**config.mk**
```make
export PLATFORM = sky130hd
export DESIGN_NAME = seg_scan_driver_flat
export DESIGN_NICKNAME = d
export VERILOG_FILES = /design/src/rtl/seg_scan_if.sv /design/src/rtl/seg_scan_driver.sv /design/src/flat_wrapper.sv
export SDC_FILE = /design/constraint.sdc
export NUM_CORES = 1
export LEC_CHECK = 0
export ABC_AREA = 1
export CAP_MARGIN = 20
export CORE_MARGIN = 4
export CORE_UTILIZATION = 55
export CTS_CLUSTER_SIZE = 12
export DETAILED_ROUTE_END_ITERATION = 12
export PLACE_DENSITY = 0.82
export SYNTH_ARGS = -nofsm -noshare
export SYNTH_HDL_FRONTEND = slang
export SYNTH_SLANG_ARGS = --single-unit
```
**constraint.sdc**
```tcl
create_clock -name clk -period 5.35 [get_ports clk]
set_input_delay 1.07 -clock clk [delete_from_list [all_inputs] [get_ports clk]]
set_output_delay 1.07 -clock clk [all_outputs]
set_load 0.1 [all_outputs]
```
**src/rtl/seg_scan_if.sv**
```systemverilog
// seg_scan_if
//   Bundle between the front-panel interface FSM (master) and the
//   7-segment scan driver (slave).
//   data_in      master->slave  packed digit image, {DP,g..a} per digit,
//                               digit 0 (leftmost) in the top byte
//   mode         master->slave  0 constant, 1 flash, 2 blank, 3-7 constant
//   seg_sel      slave->master  one-hot digit select
//   seg_out      slave->master  segment drive for the selected digit
//   flash_cnt    slave->master  completed flash cycles, saturating at 7
//   frame_start  slave->master  1-cycle pulse when the digit index wraps
interface seg_scan_if #(
    parameter int DIGITS = 5
);
    logic [8*DIGITS-1:0] data_in;
    logic [2:0]          mode;
    logic [DIGITS-1:0]   seg_sel;
    logic [7:0]          seg_out;
    logic [2:0]          flash_cnt;
    logic                frame_start;

    modport master (
        output data_in, mode,
        input  seg_sel, seg_out, flash_cnt, frame_start
    );

    modport slave (
        input  data_in, mode,
        output seg_sel, seg_out, flash_cnt, frame_start
    );
endinterface

```
**src/rtl/seg_scan_driver.sv**
```systemverilog
// seg_scan_driver
//   Multiplexed 7-segment scan driver. Scans DIGITS digits onto a shared
//   segment bus, one digit per SCAN_DIV-cycle slot, with the first BLANK_CYC
//   cycles of each slot blanked to suppress ghosting. The image is latched
//   into a shadow register only at frame boundaries so it never tears.
//   Supports constant, flash and blank display modes and reports completed
//   flash cycles back to the interface FSM.
// Ports
//   clk     in   system clock
//   reset   in   synchronous reset, active-low
//   ctrl    slave modport of seg_scan_if (data_in/mode in;
//           seg_sel/seg_out/flash_cnt/frame_start out)
//
// Flash phase FSM
//   state  | meaning
//   PH_ON  | digits displayed normally while in flash mode
//   PH_OFF | display blanked while in flash mode
module seg_scan_driver #(
    parameter int DIGITS      = 5,
    parameter int SCAN_DIV    = 20000,
    parameter int BLANK_CYC   = 200,
    parameter int FLASH_TICKS = 100,
    parameter bit SEL_ACT_LOW = 1'b1
) (
    input  logic       clk,
    input  logic       reset,
    seg_scan_if.slave  ctrl
);

    localparam int PW = (SCAN_DIV > 1) ? $clog2(SCAN_DIV) : 1;
    localparam int IW = (DIGITS > 1) ? $clog2(DIGITS) : 1;
    localparam int FW = (FLASH_TICKS > 1) ? $clog2(FLASH_TICKS) : 1;

    localparam logic [PW-1:0]     PRESC_MAX = PW'(SCAN_DIV - 1);
    localparam logic [PW-1:0]     BLANK_END = PW'(BLANK_CYC);
    localparam logic [IW-1:0]     IDX_MAX   = IW'(DIGITS - 1);
    localparam logic [FW-1:0]     FLASH_MAX = FW'(FLASH_TICKS - 1);
    localparam logic [2:0]        MODE_FLASH = 3'd1;
    localparam logic [2:0]        MODE_BLANK = 3'd2;
    localparam logic [DIGITS-1:0] SEL_IDLE  = SEL_ACT_LOW ? {DIGITS{1'b1}} : {DIGITS{1'b0}};

    typedef enum logic {
        PH_ON  = 1'b0,
        PH_OFF = 1'b1
    } phase_t;

    logic [PW-1:0]       r_presc;
    logic [IW-1:0]       r_idx;
    logic [8*DIGITS-1:0] r_shadow;
    logic [DIGITS-1:0]   r_seg_sel;
    logic [7:0]          r_seg_out;
    logic                r_frame_start;

    phase_t              r_phase;
    phase_t              w_phase_nxt;
    logic [FW-1:0]       r_slot_cnt;
    logic [FW-1:0]       w_slot_cnt_nxt;
    logic [2:0]          r_flash_cnt;
    logic [2:0]          w_flash_cnt_nxt;
    logic                r_prev_flash;

    logic                w_slot_tick;
    logic                w_frame_end;
    logic                w_is_flash;
    logic                w_entry;
    logic                w_blank;
    logic [IW-1:0]       w_sel_pos;
    logic [DIGITS-1:0]   w_sel_act;
    logic [7:0]          w_digit;

    assign w_slot_tick = (r_presc == PRESC_MAX);
    assign w_frame_end = w_slot_tick && (r_idx == IDX_MAX);
    assign w_is_flash  = (ctrl.mode == MODE_FLASH);
    assign w_entry     = w_is_flash && !r_prev_flash;

    // Digit 0 sits in the top byte and drives the MSB select line.
    assign w_sel_pos = IDX_MAX - r_idx;
    assign w_digit   = r_shadow[{w_sel_pos, 3'b000} +: 8];

    always_comb begin
        w_sel_act            = '0;
        w_sel_act[w_sel_pos] = 1'b1;
    end

    // On the entry cycle the phase is forced ON, so a stale OFF phase left
    // over from an earlier flash session must not blank this cycle.
    assign w_blank = (r_presc < BLANK_END)
                  || (ctrl.mode == MODE_BLANK)
                  || (w_is_flash && !w_entry && (r_phase == PH_OFF));

    always_ff @(posedge clk) begin
        if (!reset) begin
            r_presc       <= '0;
            r_idx         <= '0;
            r_shadow      <= '0;
            r_seg_sel     <= SEL_IDLE;
            r_seg_out     <= 8'h00;
            r_frame_start <= 1'b0;
        end else begin
            r_presc       <= w_slot_tick ? '0 : r_presc + PW'(1);
            if (w_slot_tick) begin
                r_idx <= (r_idx == IDX_MAX) ? '0 : r_idx + IW'(1);
            end
            if (w_frame_end) begin
                r_shadow <= ctrl.data_in;
            end
            r_frame_start <= w_frame_end;
            r_seg_sel     <= w_blank ? SEL_IDLE : (SEL_ACT_LOW ? ~w_sel_act : w_sel_act);
            r_seg_out     <= w_blank ? 8'h00 : w_digit;
        end
    end

    always_ff @(posedge clk) begin
        if (!reset) begin
            r_phase      <= PH_ON;
            r_slot_cnt   <= '0;
            r_flash_cnt  <= 3'd0;
            r_prev_flash <= 1'b0;
        end else begin
            r_phase      <= w_phase_nxt;
            r_slot_cnt   <= w_slot_cnt_nxt;
            r_flash_cnt  <= w_flash_cnt_nxt;
            r_prev_flash <= w_is_flash;
        end
    end

    // Entry outranks a coincident slot tick; outside flash mode the
    // counters and phase simply hold.
    always_comb begin
        w_phase_nxt     = r_phase;
        w_slot_cnt_nxt  = r_slot_cnt;
        w_flash_cnt_nxt = r_flash_cnt;
        if (w_entry) begin
            w_phase_nxt     = PH_ON;
            w_slot_cnt_nxt  = '0;
            w_flash_cnt_nxt = 3'd0;
        end else if (w_is_flash && w_slot_tick) begin
            if (r_slot_cnt == FLASH_MAX) begin
                w_slot_cnt_nxt = '0;
                case (r_phase)
                    PH_ON: begin
                        w_phase_nxt = PH_OFF;
                    end
                    PH_OFF: begin
                        w_phase_nxt = PH_ON;
                        if (r_flash_cnt != 3'd7) begin
                            w_flash_cnt_nxt = r_flash_cnt + 3'd1;
                        end
                    end
                    default: begin
                        w_phase_nxt = PH_ON;
                    end
                endcase
            end else begin
                w_slot_cnt_nxt = r_slot_cnt + FW'(1);
            end
        end
    end

    assign ctrl.seg_sel     = r_seg_sel;
    assign ctrl.seg_out     = r_seg_out;
    assign ctrl.flash_cnt   = r_flash_cnt;
    assign ctrl.frame_start = r_frame_start;

endmodule
```
**src/flat_wrapper.sv**
```systemverilog
// flat-port wrapper written by rule: the top's interface ports become plain ports
module seg_scan_driver_flat 
#(
    parameter int DIGITS      = 5,
    parameter int SCAN_DIV    = 20000,
    parameter int BLANK_CYC   = 200,
    parameter int FLASH_TICKS = 100,
    parameter bit SEL_ACT_LOW = 1'b1
)
  (clk, reset, ctrl_data_in, ctrl_mode, ctrl_seg_sel, ctrl_seg_out, ctrl_flash_cnt, ctrl_frame_start);
  seg_scan_if #(.DIGITS(DIGITS)) ctrl_i ();
  input  logic clk;
  input  logic reset;
  input wire logic [$bits(ctrl_i.data_in)-1:0] ctrl_data_in;
  input wire logic [$bits(ctrl_i.mode)-1:0] ctrl_mode;
  output wire logic [$bits(ctrl_i.seg_sel)-1:0] ctrl_seg_sel;
  output wire logic [$bits(ctrl_i.seg_out)-1:0] ctrl_seg_out;
  output wire logic [$bits(ctrl_i.flash_cnt)-1:0] ctrl_flash_cnt;
  output wire logic [$bits(ctrl_i.frame_start)-1:0] ctrl_frame_start;
  assign ctrl_i.data_in = ctrl_data_in;
  assign ctrl_i.mode = ctrl_mode;
  assign ctrl_seg_sel = ctrl_i.seg_sel;
  assign ctrl_seg_out = ctrl_i.seg_out;
  assign ctrl_flash_cnt = ctrl_i.flash_cnt;
  assign ctrl_frame_start = ctrl_i.frame_start;
  seg_scan_driver #(.DIGITS(DIGITS), .SCAN_DIV(SCAN_DIV), .BLANK_CYC(BLANK_CYC), .FLASH_TICKS(FLASH_TICKS), .SEL_ACT_LOW(SEL_ACT_LOW)) u_core (.clk(clk), .reset(reset), .ctrl(ctrl_i));
endmodule
```
# == Yosys cells after proc, flatten, opt, wreduce, memory -nomap -nowiden ==
# Cells that the tools add are included.
# op_classes
n_lt_le_gt_ge,3
bitwise_logic,3
add_sub_neg,5
muxes,5
eq_ne,6
shifts,1
reduce_logical,15
# ops
operator,n
40-bit by 7-bit indexed part select with 8-bit output,1
"15-bit by 1-bit adder with 15-bit output, second input constant",1
"15-bit == test, second input constant",1
"15-bit by 8-bit < comparator with 1-bit output, second input constant",1
"7-bit by 1-bit adder with 7-bit output, second input constant",1
"7-bit == test, second input constant",1
7-bit two-way mux,1
"3-bit by 1-bit adder with 3-bit output, second input constant",2
1-bit logical AND,6
2-bit OR reduction,3
5-bit inverter,1
"3-bit by 4-bit < comparator with 1-bit output, second input constant",1
4-bit AND reduction,1
1-bit demux with 3-bit select,1
"3-bit by 1-bit == test with 1-bit output, second input constant",1
"3-bit by 2-bit == test with 1-bit output, second input constant",1
"3-bit == test, second input constant",1
"3-bit by 1-bit >= comparator with 1-bit output, second input constant",1
3-bit two-way mux,1
"3-bit inequality test, second input constant",1
"3-bit subtractor, first input constant",1
1-bit logical NOT,2
1-bit logical OR,2
1-bit inverter,2
3 further kinds,3
# totals
out_inout_bits,17
inputBits,45
wordCells,48
ff_bits,84

# == Longest topological paths before layout ==
# depth
ltp_word,7
depth_mapped,12
depth_no_buf,11

# == Worst setup path before layout ==
# No wires, ideal clock.
# synth_timing
path_type,reg2out
from,reg u_core.r_flash_cnt[0] (netlist: u_core.ctrl.flash_cnt[0])
to,out ctrl_flash_cnt[0]
required_time_ns,4.280
arrival_time_ns,0.960
slack_ns,3.320
path_stages_with_launch,1
path_buffers,0
cell_sequence,dfxtp_1
# synth_rtl
element,line_no,source
start: declaration,seg_scan_driver.sv:58,logic [2:0] r_flash_cnt;
start signal: assignment,seg_scan_driver.sv:122,r_flash_cnt <= w_flash_cnt_nxt;
end: declaration,flat_wrapper.sv:18,output wire logic [$bits(ctrl_i.flash_cnt)-1:0] ctrl_flash_cnt;
# No word-level cell between the ends.

# == Worst setup path after layout ==
# layout_timing
from,reg u_core.r_flash_cnt[0] (netlist: u_core.ctrl.flash_cnt[0])
to,out ctrl_flash_cnt[0]
# No word-level cell between the ends.

==> flow_metrics.tcl <==
set metrics [dict create \
    critical_path_required_ns 4.28 \
    synthCells 501 \
    synth.distinct_cells 32 \
    via_per_inst 5.07 \
    die_area_um2 8170 \
    dp_worst_setup_slack_ns 2.61 \
    synth_nets 553 \
    synth_edf_count 0 \
    diodes 0 \
    max_freq_mhz 338 \
    synthesis.area_um2 3730 \
    period_needed_ns 2.96 \
    drc 0 \
    cts_tree "done" \
    fin_ws_ns 2.39 \
    max_stage_delay_ns 1.15 \
    cp-start-kind "flop" \
    clkTransAtPathRegs_ns 0.08 \
    cts_resized 0 \
    setup_viol 0 \
    post-route-period-util_pct 55.4 \
    chipWidth_um 90.4 \
    grt_pass1_wl_um 14000 \
    path_class "flop to output pin" \
    place.detailed.hpwl_um 6130 \
    drt_pass1_iterations 4 \
    async_flop_share_pct 0 \
    min-delay-start "u_core.r_shadow[17]" \
    drt_iter0_markers 147 \
    r2r_start "u_core.r_idx[0]" \
    cts_setup_buffers 0 \
    routed-via-count 3277 \
    tightest_slew_ns 0.983 \
    cts.htree.levels 3 \
    holdPathStages 2 \
    tns_ns 0 \
    grt_pass1_vias 3270 \
    grt_max_degree 42 \
    routed_wl_um 8230 \
    n_fill_cell 532 \
    drv_cap 0 \
    rsz0062_at_grt "no" \
    critPathArrivalTime_ns 1.89 \
    cts_root_buf "clkbuf_8" \
    slew_violations 0 \
    critPathBufInv 1 \
    rows 29 \
    critPathMaxFanout 4 \
    hold_path_end "u_core.r_shadow[17]" \
    min_path_type "flop to flop" \
    grt-ovfl-total 0 \
    clock_sinks 84 \
    postCtsHoldBufs 0 \
    path_delay_family "buffers and inverters" \
    syn_avg_cell_area_um2 7.45 \
    syn2layout_area_growth_pct 23.0 \
    drive_gt1_share_pct 10.9 \
    start_util_pct 57.8 \
    skew_ns 0.00811 \
    irDropWorstVdd_mv 0.176 \
    power_density_nw_per_um2 268 \
    core_um2 6460 \
    ys_seq_area_share_pct 45.1 \
    nNetsFinal 616 \
    instances_no_fill 646 \
    cp-end-kind "output pin" \
    r2r_cells 8 \
    crit_slowest_cell "clkdlybuf4s50_1" \
    gp_congestion 0.873 \
    die_h_um 90.4 \
    seqCellArea_um2 1680 \
    r2r_end "u_core.ctrl.seg_out[5]" \
    insertion_delay_ns 0.35 \
    ys_seq_elements 84 \
    drtAntennaViolNets 0 \
    antenna_found_initial 0 \
    leakage_uw 0.00184 \
    synth_ff_type "dfxtp_1" \
    path_cells "clkdlybuf4s50_1" \
    pin_count 62 \
    clock_path_buffers 2 \
    grtUsageTotal_pct 20.6 \
    cts_buffers 9 \
    max_slew_margin_pct 34.3 \
    dpl.cell_count 630 \
    status "finished, final reports clean" \
    portBuffers 61 \
    wl_per_cell_um 12.7 \
    r2r_setup_slack_ns 3.15 \
    hold_violations 0 \
    multi_input_area_um2 1690 \
    yosys_warnings 0 \
]
cell usage in the layout (no fill, tap or decap), types with 2 or more instances in the layout:
cell,instances
a211oi_1,7
a21oi_1,17
bufinv_16,3
clkbuf_8,10
clkdlybuf4s50_1,61
clkinv_2,2
dfxtp_1,84
ha_1,7
inv_1,64
inv_2,4
nand2_1,151
nand2_2,12
nand3_1,19
nand3_2,2
nand4_1,6
nor2_1,49
nor2_2,5
nor3_1,12
nor3b_1,4
o21ai_0,8
o21ai_2,17
o22ai_1,10
xnor2_1,2
xor2_1,2
layer usage:
metal,up-vias,GRT usage (%),wire [µm]
li1,1701,-,-
met1,1479,22.4,3490
met2,80,39.0,4220
met3,17,4.00,354
met4,0,8.16,164
met5,-,0,0
worst max-delay path by stage:
stage | start | end | slack, ns | cells after the start
5_1_grt | u_core.ctrl.flash_cnt[0] | ctrl_flash_cnt[0] | 2.35 | 1
3_3_place_gp | reset | u_core.ctrl.seg_sel[4] | 2.66 | 6
6_report | u_core.ctrl.flash_cnt[0] | ctrl_flash_cnt[0] | 2.39 | 1
4_1_cts | u_core.ctrl.flash_cnt[0] | ctrl_flash_cnt[0] | 2.37 | 1
3_5_place_dp | ctrl_mode[0] | u_core.ctrl.flash_cnt[2] | 2.61 | 10
2_1_floorplan | u_core.ctrl.flash_cnt[0] | ctrl_flash_cnt[0] | 3.32 | 0
per-stage QoR:
stage | util (%) | power [µW] | hold slack [ns] | instance area [µm²]
finish | 71.1 | 1230 | 0.448 | 4590
global route | 71.1 | 1260 | 0.469 | 4590
CTS | 71.1 | 1230 | 0.452 | 4590
detailed placement | 67.2 | 696 | 0.434 | 4340
global placement | 67.2 | 694 | 0.428 | 4340
floorplan | - | 661 | 0.418 | 3730
layout make-up:
type                    instances  area share [%]
well taps                      77            2.10
flip-flops and latches         84            36.6
inverters                      70            5.78
repair buffers                 61            13.3
multi-input cells             338            36.8
clock buffers                  11            3.08
clock inverters                 5            2.34
Yosys cell counts, types with 5 or more instances:
cell / count / area [µm²]
a21oi_1: 17 / 85.1
dfxtp_1: 84 / 1680
nand2_1: 151 / 567
nand3_1: 19 / 95.1
o21ai_0: 8 / 40.0
a211oi_1: 7 / 52.6
ha_1: 7 / 87.6
nand2_2: 12 / 75.1
nor2_2: 5 / 31.3
nand4_1: 6 / 37.5
nor2_1: 49 / 184
o22ai_1: 10 / 62.6
buf_6: 7 / 78.8
o21ai_2: 17 / 149
nor3_1: 12 / 60.1
inv_1: 64 / 240
sequential cells by signal (all words and copies together), names as in the netlist:
register and count:
u_core.r_shadow 40, u_core.r_presc 15, u_core.ctrl.seg_out 8, u_core.r_slot_cnt 7, u_core.ctrl.seg_sel 5, u_core.ctrl.flash_cnt 3
u_core.r_idx 3, u_core.ctrl.frame_start 1, u_core.r_phase 1, u_core.r_prev_flash 1
kinds of logic after synthesis:
family,share of synthesized area [%]
AOI/OAI and AO/OA,10.6
xor gates and xnor gates,0.939
adders and majority gates,2.35
buffers and inverters,9.76
DFF,45.1
and+or+nand+nor,31.3
worst reg2reg max path, delay by kind of cell (launching register included):
kind / cells / cell delay [ns]
flops: 1 / 0.48
fa+ha+maj: 2 / 0.51
buf+inv: 1 / 0.16
simple gates: 3 / 0.63
compound gates: 2 / 0.35
power by group:
part           leakage, µW  internal (µW)  switching (µW)  total, µW
clock network     0.000124            326             222        548
logic              0.00104           31.9            21.0       52.8
registers         0.000677            627            1.63        628
(Power assumes the default switching activity.)
